[src/rtl/axil_64to32_pkg.sv]
// Shared types and helpers for the AXI4-Lite 64-to-32 bridge (write and read paths).
package axil_64to32_pkg;

  typedef enum logic [1:0] {
    OKAY   = 2'd0,
    EXOKAY = 2'd1,
    SLVERR = 2'd2,
    DECERR = 2'd3
  } resp_t;

  typedef enum logic [2:0] {
    IDLE     = 3'd0,
    ISSUE_LO = 3'd1,
    WAIT_LO  = 3'd2,
    ISSUE_HI = 3'd3,
    WAIT_HI  = 3'd4,
    RESP     = 3'd5
  } wctrl_state_t;

  localparam int unsigned HI_OFFSET = 4;

  // Encodings are ordered by severity, so the worst response is the numeric maximum.
  function automatic resp_t resp_merge(resp_t a, resp_t b);
    return (a > b) ? a : b;
  endfunction

endpackage

[src/rtl/whandler_master_ctrl.sv]
// Write-path front end: splits one 64-bit AXI4-Lite write into lower/upper 32-bit slave writes.
// Optional build macro WHANDLER_SKIP_EMPTY_EN: halves with an all-zero strobe nibble are not issued.
module whandler_master_ctrl
  import axil_64to32_pkg::*;
#(
  parameter int ADDR_W = 32
) (
  input  logic              clk,
  input  logic              rst_n,
  input  logic              m_awvalid,
  output logic              m_awready,
  input  logic [ADDR_W-1:0] m_awaddr,
  input  logic              m_wvalid,
  output logic              m_wready,
  input  logic [63:0]       m_wdata,
  input  logic [7:0]        m_wstrb,
  output logic              m_bvalid,
  input  logic              m_bready,
  output logic [1:0]        m_bresp,
  output logic              drv_start,
  input  logic              drv_done,
  output logic [ADDR_W-1:0] s_awaddr,
  output logic [31:0]       s_wdata,
  output logic [3:0]        s_wstrb,
  input  logic [1:0]        s_bresp
);

  wctrl_state_t      state_q;
  logic              aw_held_q, w_held_q;
  logic              awready_q, wready_q;
  logic              bvalid_q;
  resp_t             bresp_q, acc_q;
  logic              drv_start_q;
  logic [ADDR_W-1:0] s_awaddr_q, base_q;
  logic [31:0]       s_wdata_q;
  logic [3:0]        s_wstrb_q;
  logic [63:0]       wdata_q;
  logic [7:0]        wstrb_q;

  logic              aw_hs, w_hs, have_aw, have_w;
  logic [ADDR_W-1:0] base_cur;
  logic [63:0]       wdata_cur;
  logic [7:0]        wstrb_cur;
  logic              skip_lo_cur, skip_hi_cur, skip_hi_q;
  resp_t             merged;
  logic              unused_addr_lsb;

  assign aw_hs   = m_awvalid & awready_q;
  assign w_hs    = m_wvalid & wready_q;
  assign have_aw = aw_held_q | aw_hs;
  assign have_w  = w_held_q | w_hs;

  // The transaction can launch in the same cycle its last half is captured, so
  // the issue values come from the port when the capture register is not yet loaded.
  assign base_cur  = aw_held_q ? base_q : {m_awaddr[ADDR_W-1:3], 3'b000};
  assign wdata_cur = w_held_q ? wdata_q : m_wdata;
  assign wstrb_cur = w_held_q ? wstrb_q : m_wstrb;
  assign merged    = resp_merge(acc_q, resp_t'(s_bresp));

  assign unused_addr_lsb = ^m_awaddr[2:0];

`ifdef WHANDLER_SKIP_EMPTY_EN
  assign skip_lo_cur = (wstrb_cur[3:0] == 4'h0);
  assign skip_hi_cur = (wstrb_cur[7:4] == 4'h0);
  assign skip_hi_q   = (wstrb_q[7:4] == 4'h0);
`else
  assign skip_lo_cur = 1'b0;
  assign skip_hi_cur = 1'b0;
  assign skip_hi_q   = 1'b0;
`endif

  always_ff @(posedge clk or negedge rst_n) begin
    if (!rst_n) begin
      state_q     <= IDLE;
      aw_held_q   <= 1'b0;
      w_held_q    <= 1'b0;
      awready_q   <= 1'b1;
      wready_q    <= 1'b1;
      bvalid_q    <= 1'b0;
      bresp_q     <= OKAY;
      acc_q       <= OKAY;
      drv_start_q <= 1'b0;
      s_awaddr_q  <= '0;
      s_wdata_q   <= '0;
      s_wstrb_q   <= '0;
      base_q      <= '0;
      wdata_q     <= '0;
      wstrb_q     <= '0;
    end else begin
      drv_start_q <= 1'b0;
      case (state_q)
        IDLE: begin
          if (aw_hs) begin
            aw_held_q <= 1'b1;
            awready_q <= 1'b0;
            base_q    <= base_cur;
          end
          if (w_hs) begin
            w_held_q <= 1'b1;
            wready_q <= 1'b0;
            wdata_q  <= m_wdata;
            wstrb_q  <= m_wstrb;
          end
          if (have_aw && have_w) begin
            if (!skip_lo_cur) begin
              state_q     <= ISSUE_LO;
              drv_start_q <= 1'b1;
              s_awaddr_q  <= base_cur;
              s_wdata_q   <= wdata_cur[31:0];
              s_wstrb_q   <= wstrb_cur[3:0];
            end else if (!skip_hi_cur) begin
              state_q     <= ISSUE_HI;
              acc_q       <= OKAY;
              drv_start_q <= 1'b1;
              s_awaddr_q  <= base_cur + ADDR_W'(HI_OFFSET);
              s_wdata_q   <= wdata_cur[63:32];
              s_wstrb_q   <= wstrb_cur[7:4];
            end else begin
              state_q  <= RESP;
              acc_q    <= OKAY;
              bvalid_q <= 1'b1;
              bresp_q  <= OKAY;
            end
          end
        end
        ISSUE_LO: state_q <= WAIT_LO;
        WAIT_LO: begin
          if (drv_done) begin
            acc_q <= resp_t'(s_bresp);
            if (!skip_hi_q) begin
              state_q     <= ISSUE_HI;
              drv_start_q <= 1'b1;
              s_awaddr_q  <= base_q + ADDR_W'(HI_OFFSET);
              s_wdata_q   <= wdata_q[63:32];
              s_wstrb_q   <= wstrb_q[7:4];
            end else begin
              state_q  <= RESP;
              bvalid_q <= 1'b1;
              bresp_q  <= resp_t'(s_bresp);
            end
          end
        end
        ISSUE_HI: state_q <= WAIT_HI;
        WAIT_HI: begin
          if (drv_done) begin
            state_q  <= RESP;
            acc_q    <= merged;
            bvalid_q <= 1'b1;
            bresp_q  <= merged;
          end
        end
        RESP: begin
          if (m_bready) begin
            state_q   <= IDLE;
            bvalid_q  <= 1'b0;
            aw_held_q <= 1'b0;
            w_held_q  <= 1'b0;
            awready_q <= 1'b1;
            wready_q  <= 1'b1;
          end
        end
        default: state_q <= IDLE;
      endcase
    end
  end

  assign m_awready = awready_q;
  assign m_wready  = wready_q;
  assign m_bvalid  = bvalid_q;
  assign m_bresp   = bresp_q;
  assign drv_start = drv_start_q;
  assign s_awaddr  = s_awaddr_q;
  assign s_wdata   = s_wdata_q;
  assign s_wstrb   = s_wstrb_q;

endmodule

[config.mk]
export PLATFORM = sky130hd
export DESIGN_NAME = whandler_master_ctrl
export DESIGN_NICKNAME = d
export VERILOG_FILES = /design/src/rtl/axil_64to32_pkg.sv /design/src/rtl/whandler_master_ctrl.sv
export SDC_FILE = /design/constraint.sdc
export NUM_CORES = 1
export LEC_CHECK = 0
export ABC_CLOCK_PERIOD_IN_PS = 1900
export CAP_MARGIN = 5
export CORE_AREA = 2 2 141 143
export DETAILED_ROUTE_END_ITERATION = 8
export DIE_AREA = 0 0 143 145
export PLACE_DENSITY = 0.77
export SKIP_LAST_GASP = 1
export SYNTH_ARGS = -nofsm -noshare
export SYNTH_HDL_FRONTEND = slang
export SYNTH_SLANG_ARGS = --single-unit
[constraint.sdc]
create_clock -name clk -period 1.9 [get_ports clk]
set_clock_uncertainty 0.15 [all_clocks]
set_input_delay 0.38 -clock clk [delete_from_list [all_inputs] [get_ports clk]]
set_output_delay 0.38 -clock clk [all_outputs]
set_load 0.01 [all_outputs]
# ---- After elaboration in Yosys (flattened, before gate mapping)
# Cells that the tools add are included.
dict set report word_totals {
  regBits 185
  output_inout_bits 74
  word_cells 83
  input_bits 112
}
dict set report classes {
  addsub 1
  reduce_logical 15
  eq_ne 11
  bitwise_logic 4
  mux 36
  magnitude_cmp 1
}
# operator count
set op_table {}
lappend op_table {{$mux 32} 6}
lappend op_table {{$pmux 32 s2} 2}
lappend op_table {{$add 32x3->32 const B} 1}
lappend op_table {{$pmux 3 s6} 1}
lappend op_table {{$reduce_and 3->1} 5}
lappend op_table {{$mux 3} 4}
lappend op_table {{$mux 4} 3}
lappend op_table {{$ne 2x2->1 const B} 6}
lappend op_table {{$pmux 1 s2} 6}
lappend op_table {{$mux 1} 9}
lappend op_table {{$pmux 4 s2} 1}
lappend op_table {{$reduce_bool 2->1} 4}
lappend op_table {{$eq 3x2->1 const B} 2}
lappend op_table {{$eq 3x3->1 const B} 2}
lappend op_table {{$mux 2} 3}
lappend op_table {{$reduce_and 2->1} 3}
lappend op_table {{$pmux 2 s2} 1}
lappend op_table {{$reduce_and 4->1} 1}
lappend op_table {{$eq 3x1->1 const B} 1}
lappend op_table {{$logic_not 3->1} 1}
lappend op_table {{$and 1x1->1} 2}
lappend op_table {{$gt 2x2->1} 1}
lappend op_table {{$or 1x1->1} 2}
lappend op_table {{$logic_and 1x1->1} 1}

# ---- Logic depth before layout (Yosys ltp)
# Gate-level depths: netlist of run 1.
dict set report depth {
  word_depth 5
  ltp_mapped 8
}

# ---- Worst setup path before layout of run 1
# No wires, ideal clock.
dict set report synth_path {
  kind {flip-flop to flip-flop}
  startpoint {reg state_q[1]}
  endpoint {reg base_q[10]}
  path_slack_ps -87
  setup_ps 125
  t_required_ps 1625
  period_less_slack_ps 1987
  arrival_time_ps 1713
  path_stages_with_launch 8
  cell_sequence {dfrtp_1 -> buf_2 -> nor2_1 -> and4b_1 -> nor2b_1 -> clkbuf_2 -> buf_4 -> mux2_2}
}
dict set report synth_between {
  elab_chain_cells 2
}
# element line_no
set synth_rtl {}
lappend synth_rtl {{from (decl)} whandler_master_ctrl.sv:28} ;# wctrl_state_t state_q;
lappend synth_rtl {{from (signal assigned)} whandler_master_ctrl.sv:74} ;# state_q <= IDLE;
lappend synth_rtl {{from (signal assigned)} whandler_master_ctrl.sv:106} ;# state_q <= ISSUE_LO;
lappend synth_rtl {{from (signal assigned)} whandler_master_ctrl.sv:112} ;# state_q <= ISSUE_HI;
lappend synth_rtl {{$logic_not 3->1} whandler_master_ctrl.sv:91} ;# case (state_q)
lappend synth_rtl {{$reduce_and 2->1 (no source line)} -}
lappend synth_rtl {{to (signal assigned)} whandler_master_ctrl.sv:96} ;# base_q <= base_cur;
lappend synth_rtl {{to (decl)} whandler_master_ctrl.sv:34} ;# logic [ADDR_W-1:0] s_awaddr_q, base_q;
# No other way between the ends.
# A chain may end at the register's enable or synchronous reset.

# ---- Worst setup path in the final report of run 1
dict set report layout_path {
  startpoint {reg state_q[1]}
  endpoint {reg s_wdata_q[17] (netlist: s_wdata[17])}
}
dict set report layout_between {
  elab_chain_cells 3
  elab_cells_between_ends 7
  cone_classes {eq/ne (3); mux (1); reduce/logical (3)}
}
# element line_no
set layout_rtl {}
lappend layout_rtl {{$eq 3x2->1 / $logic_not 3->1 (equally long branches)} whandler_master_ctrl.sv:91}
lappend layout_rtl {{$ne 2x2->1 (no source line) / $reduce_bool 2->1 (equally long branches)} -}
lappend layout_rtl {{$reduce_and 3->1 (no source line)} -}
lappend layout_rtl {{to (signal assigned)} whandler_master_ctrl.sv:109} ;# s_wdata_q <= wdata_cur[31:0];
lappend layout_rtl {{to (signal assigned)} whandler_master_ctrl.sv:116} ;# s_wdata_q <= wdata_cur[63:32];
lappend layout_rtl {{to (signal assigned)} whandler_master_ctrl.sv:134} ;# s_wdata_q <= wdata_q[63:32];
lappend layout_rtl {{to (decl)} whandler_master_ctrl.sv:35} ;# logic [31:0] s_wdata_q;
# Parallel ways exist; a longest one is shown, timed or not.

==> out/qor.yml, run 1 <==
pwr:
  p_int_mw: 14.22
  seqPwrFrac_pct: 31.0
  p_leak_nw: 6.727
  swShare_pct: 37.23
  max-vdd-ir-drop_v: 0.0008451
  p_sw_mw: 8.431
  p_comb_share_pct: 52.6
  clkPwrFrac_pct: 16.4
  power_density_mw_per_mm2: 1639
  p_total_mw: 22.65
die:
  start_util_pct: 46.37
  rows: 51
  ios: 186
  die-area_mm2: 0.02074
  coreArea_mm2: 0.01921
  die_w_um: 143
  die_h_um: 145
sta:
  setup_violations: 145
  setup_tns_ns: -5.846
  whs_ns: 0.3048
  finalCriticalPeriod_ns: 1.993
  tightest_slew_ns: 0.6444
  max_freq_ghz: 0.5018
  rsz0062_at_grt: "yes"
  setup_ws_ns: -0.09287
  hold_violations: 0
  slew_violations: 0
  slew_headroom_pct: 56.88
  finalCritPeriodShare_pct: 104.9
cts:
  htree_levels: 4
  clkTransAtPathRegs_ns: 0.07
  cts.sinks: 185
  cts_buffers: 17
  cts_tree: "yes"
  clock_latency_ns: 0.43
  clk_path_buf_depth: 2
  cts_root_buf: "clkbuf_16"
flow_run:
  cap_violations: 0
placed_design:
  dp_slack_ns: -0.3718
  postPlaceCellArea_mm2: 0.01156
  io_buffers: 182
  dp.cells: 1268
  dpl.hpwl_um: 15590
  gp_routability_congestion: 0.8599
yosys:
  synth_nets: 917
  ys_types: 65
  synthFlopType: "dfrtp_1"
  ys_async_sr_fraction_pct: 100.0
  synth_warnings: 0
  ys_seq_area_share_pct: 52.00
  syn_area_per_cell_um2: 11.12
  synth_seq_cells: 185
  synth_edf_count: 0
  syn_area_mm2: 0.008907
  syn_inst: 801
layout:
  fillCellCount: 1238
  stdcell_area_mm2: 0.01382
  final_layout_size_suffix_gt1_share_pct: 33.09
  multi_input_area_mm2: 0.004592
  final_util_pct: 71.95
  syn_to_final_growth_pct: 55.15
  final-seq-area_mm2: 0.004636
  antenna_cells: 0
  fin_cells: 1350
  final_common_cell: "dfrtp_1"
  fin_nets: 1189
  final_cell_mix: "dfrtp_1, clkdlybuf4s50_1, mux2_4"
global_routing:
  overflow: 0
  grt_pass1_wl_um: 37360
  grt_pass1_vias: 7168
  grt_max_degree: 72
  grt_usage_pct: 22.89
  grt_antenna_before_repair: 1
detailed_routing:
  dr.pass1.iters: 6
  drt_iter0_drc: 659
  routed_via_density: 5.655
  num_vias: 7634
  highest_layer: "met4"
  m1WireLength_um: 11340
  wl_met2_um: 14350
  antenna_left: 0
  wl_met3_um: 2212
  drcViolationCount: 0
  post_drt_wl_per_cell_um: 21.20
  wl_um: 28620
worst_setup_path:
  crit_arrival_ns: 2.19
  cp-end-kind: "flip-flop"
  cp_max_fo: 7
  path_class: "flip-flop to flip-flop"
  startpoint_type: "flip-flop"
  cp_data_required_time_ns: 2.09
worst_hold_path:
  worstHoldPathType: "input port to asynchronous set/reset pin"
status:
  violations: "setup timing"
  status: "finished, violations left"
cell families (layout without fill, tap and decap cells):
logic type | after synthesis | count (layout) | synth area share, %
AND/OR/NAND/NOR | 208 | 209 | 11.76
buffers and inverters | 65 | 348 | 4.116
AO/OA/AOI/OAI | 164 | 164 | 10.56
adder cells (fa/ha/maj) | 4 | 4 | 0.5619
multiplexers | 160 | 160 | 19.53
flip-flops | 185 | 185 | 52.00
XOR/XNOR | 15 | 15 | 1.475
what timing repair did:
item                                    4_1_cts  5_1_grt
buffers inserted                              7       17
endpoints found under the setup margin       67      199
gates cloned                                  4       23
endpoints found under the hold margin        37        0
pin swaps                                     3       34
hold buffers                                  1        0
resized for setup                            39      223
power by group through the flow:
stage | Combinational, mW | Sequential [mW] | Clock (mW)
finish | 11.9 | 7.01 | 3.71
global route | 12.7 | 7.17 | 3.92
CTS | 9.24 | 6.83 | 3.74
detailed placement | 8.77 | 6.86 | 0
global placement | 8.51 | 6.80 | 0
floorplan | 5.08 | 6.94 | 0
metal layers:
metal  GRT usage, %  up-vias
met5              0        -
met4          7.079        0
met3          6.568       65
met2          36.89      364
met1          29.87     3799
li1               -     3406
registers in the layout, summed over array words and instances (netlist names):
name and count:
wdata_q 64, base_q 32, s_awaddr 32, s_wdata 32, wstrb_q 8, s_wstrb 4, state_q 3, acc_q 2
m_bresp 2, aw_held_q 1, drv_start 1, m_awready 1, m_bvalid 1, m_wready 1, w_held_q 1
synth_stat cells, drive strengths merged (9+ instances only):
cell type	n	area (µm²)
dfrtp	183	4579
mux2	110	1239
nand2	78	300.3
o21ai	68	340.3
a21oi	59	295.3
nor2	57	219.0
mux2i	50	500.5
buf	43	272.8
nand3	19	112.6
clkbuf	13	60.05
inv	9	33.78
xnor2	9	78.83
final cells by class:
type	instances	area share, %
Inverter	9	0.2807
Timing Repair Buffer	308	26.16
Sequential cell	185	33.54
Clock buffer	17	3.078
Tap cell	265	2.399
Clock inverter	14	1.313
Multi-Input combinational cell	552	33.23
critical path, cell delays in order (launching register included):
cell and delay, ns:
dfrtp_2 0.44, buf_6 0.13, nor3b_4 0.16, and2_4 0.17
nor2_4 0.32, buf_12 0.23, clkbuf_16 0.16, nand2_2 0.03
o21ai_1 0.12
worst paths after layout:
kind / start / end / slack, ns / depth (start not counted)
max: state_q[1] / s_wdata[17] / -0.09 / 8
max in group asynchronous: rst_n / wdata_q[58] / 0.70 / 3
max reg2reg: state_q[1] / s_wdata[17] / -0.09 / 8
min in group clk: s_awaddr[1] / s_awaddr[1] / 0.33 / 2
min: rst_n / s_awaddr[28] / 0.30 / 2
min reg2reg: s_awaddr[1] / s_awaddr[1] / 0.33 / 2
No activity file was read; power rests on OpenSTA's default activity.
==> run 2: changes to the inputs <==
Settings changed: MAX_ROUTING_LAYER set to met4, SETUP_SLACK_MARGIN set to 0.3.
==> out/qor.yml, run 2 (same netlist as run 1, synthesis figures left out) <==
worst_setup_path:
  r2r-start: "state_q[1]"
  cp-end-kind: "flip-flop"
  cp_data_required_time_ns: 2.08  # about the same
  reg2regPathDepth: 5  # -3
  reg2reg_slack_ns: -0.09  # about the same
  cp_max_fo: 6  # -1
  r2r-end: "wdata_q[47]"
  startpoint_type: "flip-flop"
  path_class: "flip-flop to flip-flop"
  crit_arrival_ns: 2.17  # -0.02 ns
die:
  die_w_um: 143  # unchanged
  start_util_pct: 46.37  # unchanged
  rows: 51  # unchanged
  ios: 186  # unchanged
  coreArea_mm2: 0.01921  # unchanged
  die-area_mm2: 0.02074  # unchanged
  die_h_um: 145  # unchanged
cts:
  clkTransAtPathRegs_ns: 0.08  # about the same
  cts_tree: "yes"
  htree_levels: 4  # unchanged
  clock_latency_ns: 0.44  # about the same
  cts_root_buf: "clkbuf_16"
  cts.sinks: 185  # unchanged
  cts_buffers: 17  # unchanged
  clk_path_buf_depth: 2  # unchanged
pwr:
  p_leak_nw: 6.414  # -4.7%
  max-vdd-ir-drop_v: 0.0008254  # -2.3%
  power_density_mw_per_mm2: 1604  # -2.1%
detailed_routing:
  drcViolationCount: 0  # unchanged
  drt_iter0_drc: 478  # -27%
  wl_um: 26700  # -6.7%
  post_drt_wl_per_cell_um: 19.82  # -6.5%
  dr.pass1.iters: 4  # -2
  antenna_left: 0  # unchanged
  num_vias: 7463  # -2.2%
  routed_via_density: 5.540  # -2.0%
worst_hold_path:
  min_path_cells: 3
  worstHoldPathType: "input port to flip-flop"
  hold_end: "acc_q[1]"
  hold_start: "s_bresp[1]"
flow_run:
  cap_violations: 0  # unchanged
layout:
  final_layout_size_suffix_gt1_share_pct: 35.06  # +2.0 points
  final_util_pct: 68.95  # -3.0 points
  final_cell_mix: "dfrtp_1, clkdlybuf4s50_1, nand2_1"
  regMostFlops: "wdata_q"
  largest_reg_flops: 64  # unchanged
  fin_nets: 1184  # -0.42%
  final_common_cell: "dfrtp_1"
  syn_to_final_growth_pct: 48.69
status:
  status: "finished, violations left"
  violations: "setup timing"
global_routing:
  overflow: 0  # unchanged
  met3_usage_pct: 6.502  # -0.066 points
  gr-usage-met2_pct: 39.19  # +2.3 points
  busiest_layer: "met2"
  use_met1_pct: 30.67  # +0.80 points
  grt_usage_pct: 24.74  # +1.8 points
  grt_pass1_wl_um: 38960  # +4.3%
  grt_pass1_vias: 7500  # +4.6%
  grt_antenna_before_repair: 1  # unchanged
  grt_max_degree: 51  # -29%
sta:
  hold_violations: 0  # unchanged
  finalCritPeriodShare_pct: 105.0  # about the same
  max_freq_ghz: 0.5013  # about the same
  finalCriticalPeriod_ns: 1.995  # +0.001921 ns
  rsz0062_at_grt: "yes"
  setup_violations: 102  # -30%
  setup_tns_ns: -4.257  # +1.589 ns
  slew_headroom_pct: 67.24  # +10 points
  slew_violations: 0  # unchanged
  tightest_slew_ns: 0.4914  # -0.1529 ns
  setup_ws_ns: -0.09479  # -0.001921 ns
placed_design:
  io_buffers: 182  # unchanged
  dpl.hpwl_um: 15790  # +1.3%
  gp_routability_congestion: 0.8733  # +1.6%
==> run 2: timing repair <==
action | in CTS | in global routing
gates cloned | 6 | 9
endpoints found under the setup margin | 250 | 216
pin swaps | 24 | 15
hold buffers | 1 | 0
buffers inserted | 21 | 8
endpoints found under the hold margin | 42 | 0
gates resized for setup | 238 | 107
==> run 2: worst max-delay path by stage <==
stage / endpoint / start / cells past startpoint
floorplan: s_awaddr[26] / state_q[2] / 5
global placement: s_awaddr[18] / m_awvalid / 6
detailed placement: s_awaddr[19] / m_awvalid / 6
CTS: s_awaddr[21] / state_q[1] / 5
global route: base_q[19] / state_q[1] / 6
finish: wdata_q[47] / state_q[1] / 5
==> run 2: per-layer routing <==
metal | vias to the layer above | part of all wire [%]
li1 | 3398 | -
met1 | 3711 | 41
met2 | 296 | 50
met3 | 58 | 6.8
met4 | 0 | 2.4
met5 | - | 0
==> run 2: worst max-delay path, stage by stage (launching register included) <==
cell and delay [ns]:
dfrtp_1 0.41, or3_4 0.42, nor2_4 0.22, buf_12 0.19, clkbuf_16 0.16, mux2_2 0.33
==> run 2: power by group <==
part           switching (mW)  internal [mW]  total (mW)
Combinational            4.85           5.77        10.6
Sequential               1.27           5.72        7.00
Clock                    1.67           1.96        3.62
==> run 2: area by class of cell <==
class | instances | area, µm²
Antenna cell | 1 | 2.502
Clock buffer | 20 | 466.7
Clock inverter | 12 | 126.4
Fill cell | 1356 | 5963
Inverter | 9 | 36.28
Multi-Input combinational cell | 551 | 4410
Sequential cell | 185 | 4636
Tap cell | 265 | 331.6
Timing Repair Buffer | 304 | 3234
==> run 2: through the flow <==
stage / total power [mW] / hold slack (ns) / setup WS [ns] / area [µm²] / instances
2_1_floorplan: 12.30 / -0.06559 / -0.01230 / 9169 / 801
3_3_place_gp: 15.70 / 0.2281 / -0.3014 / 11720 / 1269
3_5_place_dp: 16.04 / 0.2316 / -0.3485 / 11720 / 1269
4_1_cts: 20.33 / 0.3333 / -0.03992 / 12690 / 1329
5_1_grt: 22.43 / 0.2268 / -0.1234 / 13240 / 1347
6_report: 21.24 / 0.2302 / -0.09479 / 13240 / 1347
==> run 3: changes to the inputs <==
Settings changed: CORE_AREA 2 2 141 143 to 2 2 163 165, DIE_AREA 0 0 143 145 to 0 0 165 167, PLACE_DENSITY 0.77 to unset.
==> out/qor.yml, run 3 (same netlist as run 1, synthesis figures left out) <==
global_routing:
  grt_pass1_vias: 7542  # +0.56%
  grt_usage_pct: 20.24  # -4.5 points
  overflow: 0  # unchanged
  grt_antenna_before_repair: 1  # unchanged
  grt_max_degree: 42  # -18%
  grt_pass1_wl_um: 41800  # +7.3%
die:
  die-area_mm2: 0.02756  # +33%
  coreArea_mm2: 0.02576  # +34%
  die_h_um: 167  # +15%
  die_w_um: 165  # +15%
  ios: 186  # unchanged
  rows: 59  # +16%
  start_util_pct: 34.57  # -12 points
detailed_routing:
  drcViolationCount: 0  # unchanged
  wl_um: 29590  # +11%
  drt_iter0_drc: 484  # +1.3%
  dr.pass1.iters: 5  # +1
  post_drt_wl_per_cell_um: 19.89  # +0.33%
  num_vias: 7657  # +2.6%
  routed_via_density: 5.146  # -7.1%
  antenna_left: 0  # unchanged
placed_design:
  dpl.hpwl_um: 16990  # +7.6%
  dp.cells: 1349  # +6.3%
  dp_slack_ns: -0.4012  # -0.05268 ns
  postPlaceCellArea_mm2: 0.01185  # +1.1%
  io_buffers: 182  # unchanged
  gp_routability_congestion: 0.8126  # -7.0%
worst_setup_path:
  cp-end-kind: "flip-flop"
  crit_arrival_ns: 2.20  # +0.03 ns
  path_class: "flip-flop to flip-flop"
  reg2reg_slack_ns: -0.12  # -0.03 ns
  cp_max_fo: 7  # +1
  startpoint_type: "flip-flop"
  r2r-start: "state_q[2]"
  reg2regPathDepth: 5  # unchanged
  r2r-end: "s_awaddr[22]"
  cp_data_required_time_ns: 2.08  # about the same
pwr:
  p_total_mw: 23.36  # +10%
  power_density_mw_per_mm2: 1638  # +2.1%
  p_leak_nw: 6.623  # +3.3%
  max-vdd-ir-drop_v: 0.0008401  # +1.8%
layout:
  syn_to_final_growth_pct: 60.14
  final_layout_size_suffix_gt1_share_pct: 43.92  # +8.9 points
  stdcell_area_mm2: 0.01426  # +7.7%
  largest_reg_flops: 64  # unchanged
  fin_nets: 1255  # +6.0%
  final_common_cell: "dfrtp_1"
  final_cell_mix: "dfrtp_1, clkdlybuf4s50_1, buf_4"
  regMostFlops: "wdata_q"
  final_util_pct: 55.36  # -14 points
  fin_cells: 1488  # +10%
status:
  violations: "setup timing"
  status: "finished, violations left"
cts:
  clk_path_buf_depth: 2  # unchanged
  cts_root_buf: "clkbuf_16"
  cts.sinks: 185  # unchanged
  htree_levels: 4  # unchanged
  cts_tree: "yes"
  cts_buffers: 17  # unchanged
  clock_latency_ns: 0.44  # about the same
  clkTransAtPathRegs_ns: 0.08  # about the same
sta:
  rsz0062_at_grt: "yes"
  slew_headroom_pct: 51.41  # -16 points
  max_freq_ghz: 0.4947  # -1.3%
  hold_violations: 0  # unchanged
  finalCriticalPeriod_ns: 2.021  # +0.02662 ns
  tightest_slew_ns: 0.7289  # +0.2375 ns
  setup_tns_ns: -4.716  # -0.4597 ns
  finalCritPeriodShare_pct: 106.4  # +1.4 points
  slew_violations: 0  # unchanged
  setup_violations: 97  # -4.9%
  setup_ws_ns: -0.1214  # -0.02662 ns
  whs_ns: 0.1959  # -0.03423 ns
flow_run:
  cap_violations: 0  # unchanged
worst_hold_path:
  worstHoldPathType: "input port to flip-flop"
  min_path_cells: 3  # unchanged
  hold_start: "s_bresp[1]"
  hold_end: "acc_q[1]"
[run 3: changes by cell type in the layout (fill, tap and decap cells not counted), moves of 8 or more]
cell	before	now
dlymetal6s2s_1	28	1
mux2_4	68	77
nand2_2	3	14
nand2_1	74	60
buf_8	2	10
buf_4	68	98
buf_6	14	37
mux2_2	41	33
buf_2	45	64
[run 3: where the power goes]
| group | switching (mW) | internal [mW] |
|---|---|---|
| logic | 5.53 | 7.10 |
| clock network | 1.88 | 1.94 |
| registers | 1.19 | 5.72 |
[run 3: timing repair]
action                                 CTS  global route
hold buffers                             1             0
gates cloned                            14            15
setup endpoints to repair              252           200
endpoints found under the hold margin   29             0
setup buffers                           50            26
resized for setup                      375           146
pin swaps                               16            29
[run 3: layout make-up]
class                           instances  area, µm²
Fill cell                            2166      11500
Antenna cell                            1      2.502
Tap cell                              335      419.2
Multi-Input combinational cell        553       4622
Sequential cell                       185       4637
Inverter                                9      38.79
Clock inverter                         15      217.7
Timing Repair Buffer                  373       3901
Clock buffer                           17      425.4
[run 3: how the worst max path moves through the flow]
stage / start / endpoint / slack [ns]
floorplan: state_q[2] / s_awaddr[26] / -0.01
global placement: m_awvalid / base_q[8] / -0.37
detailed placement: m_awvalid / base_q[7] / -0.40
CTS: state_q[2] / s_awaddr[13] / -0.09
global route: state_q[2] / s_awaddr[26] / -0.19
finish: state_q[2] / s_awaddr[22] / -0.12
[run 3: per-layer routing]
| layer | vias up | part of all wire [%] | GRT usage [%] |
|---|---|---|---|
| met3 | 34 | 5.7 | 5.081 |
| met4 | 0 | 1.6 | 4.953 |
| met2 | 230 | 50 | 32.57 |
| met1 | 3846 | 43 | 25.54 |
| met5 | - | 0 | - |
| li1 | 3547 | - | - |
[run 3: worst max-delay path: stages (launching register included)]
cell     delay, ns
dfrtp_1       0.41
buf_6         0.15
buf_4         0.15
or3b_4        0.45
or3_1         0.36
a32o_1        0.25
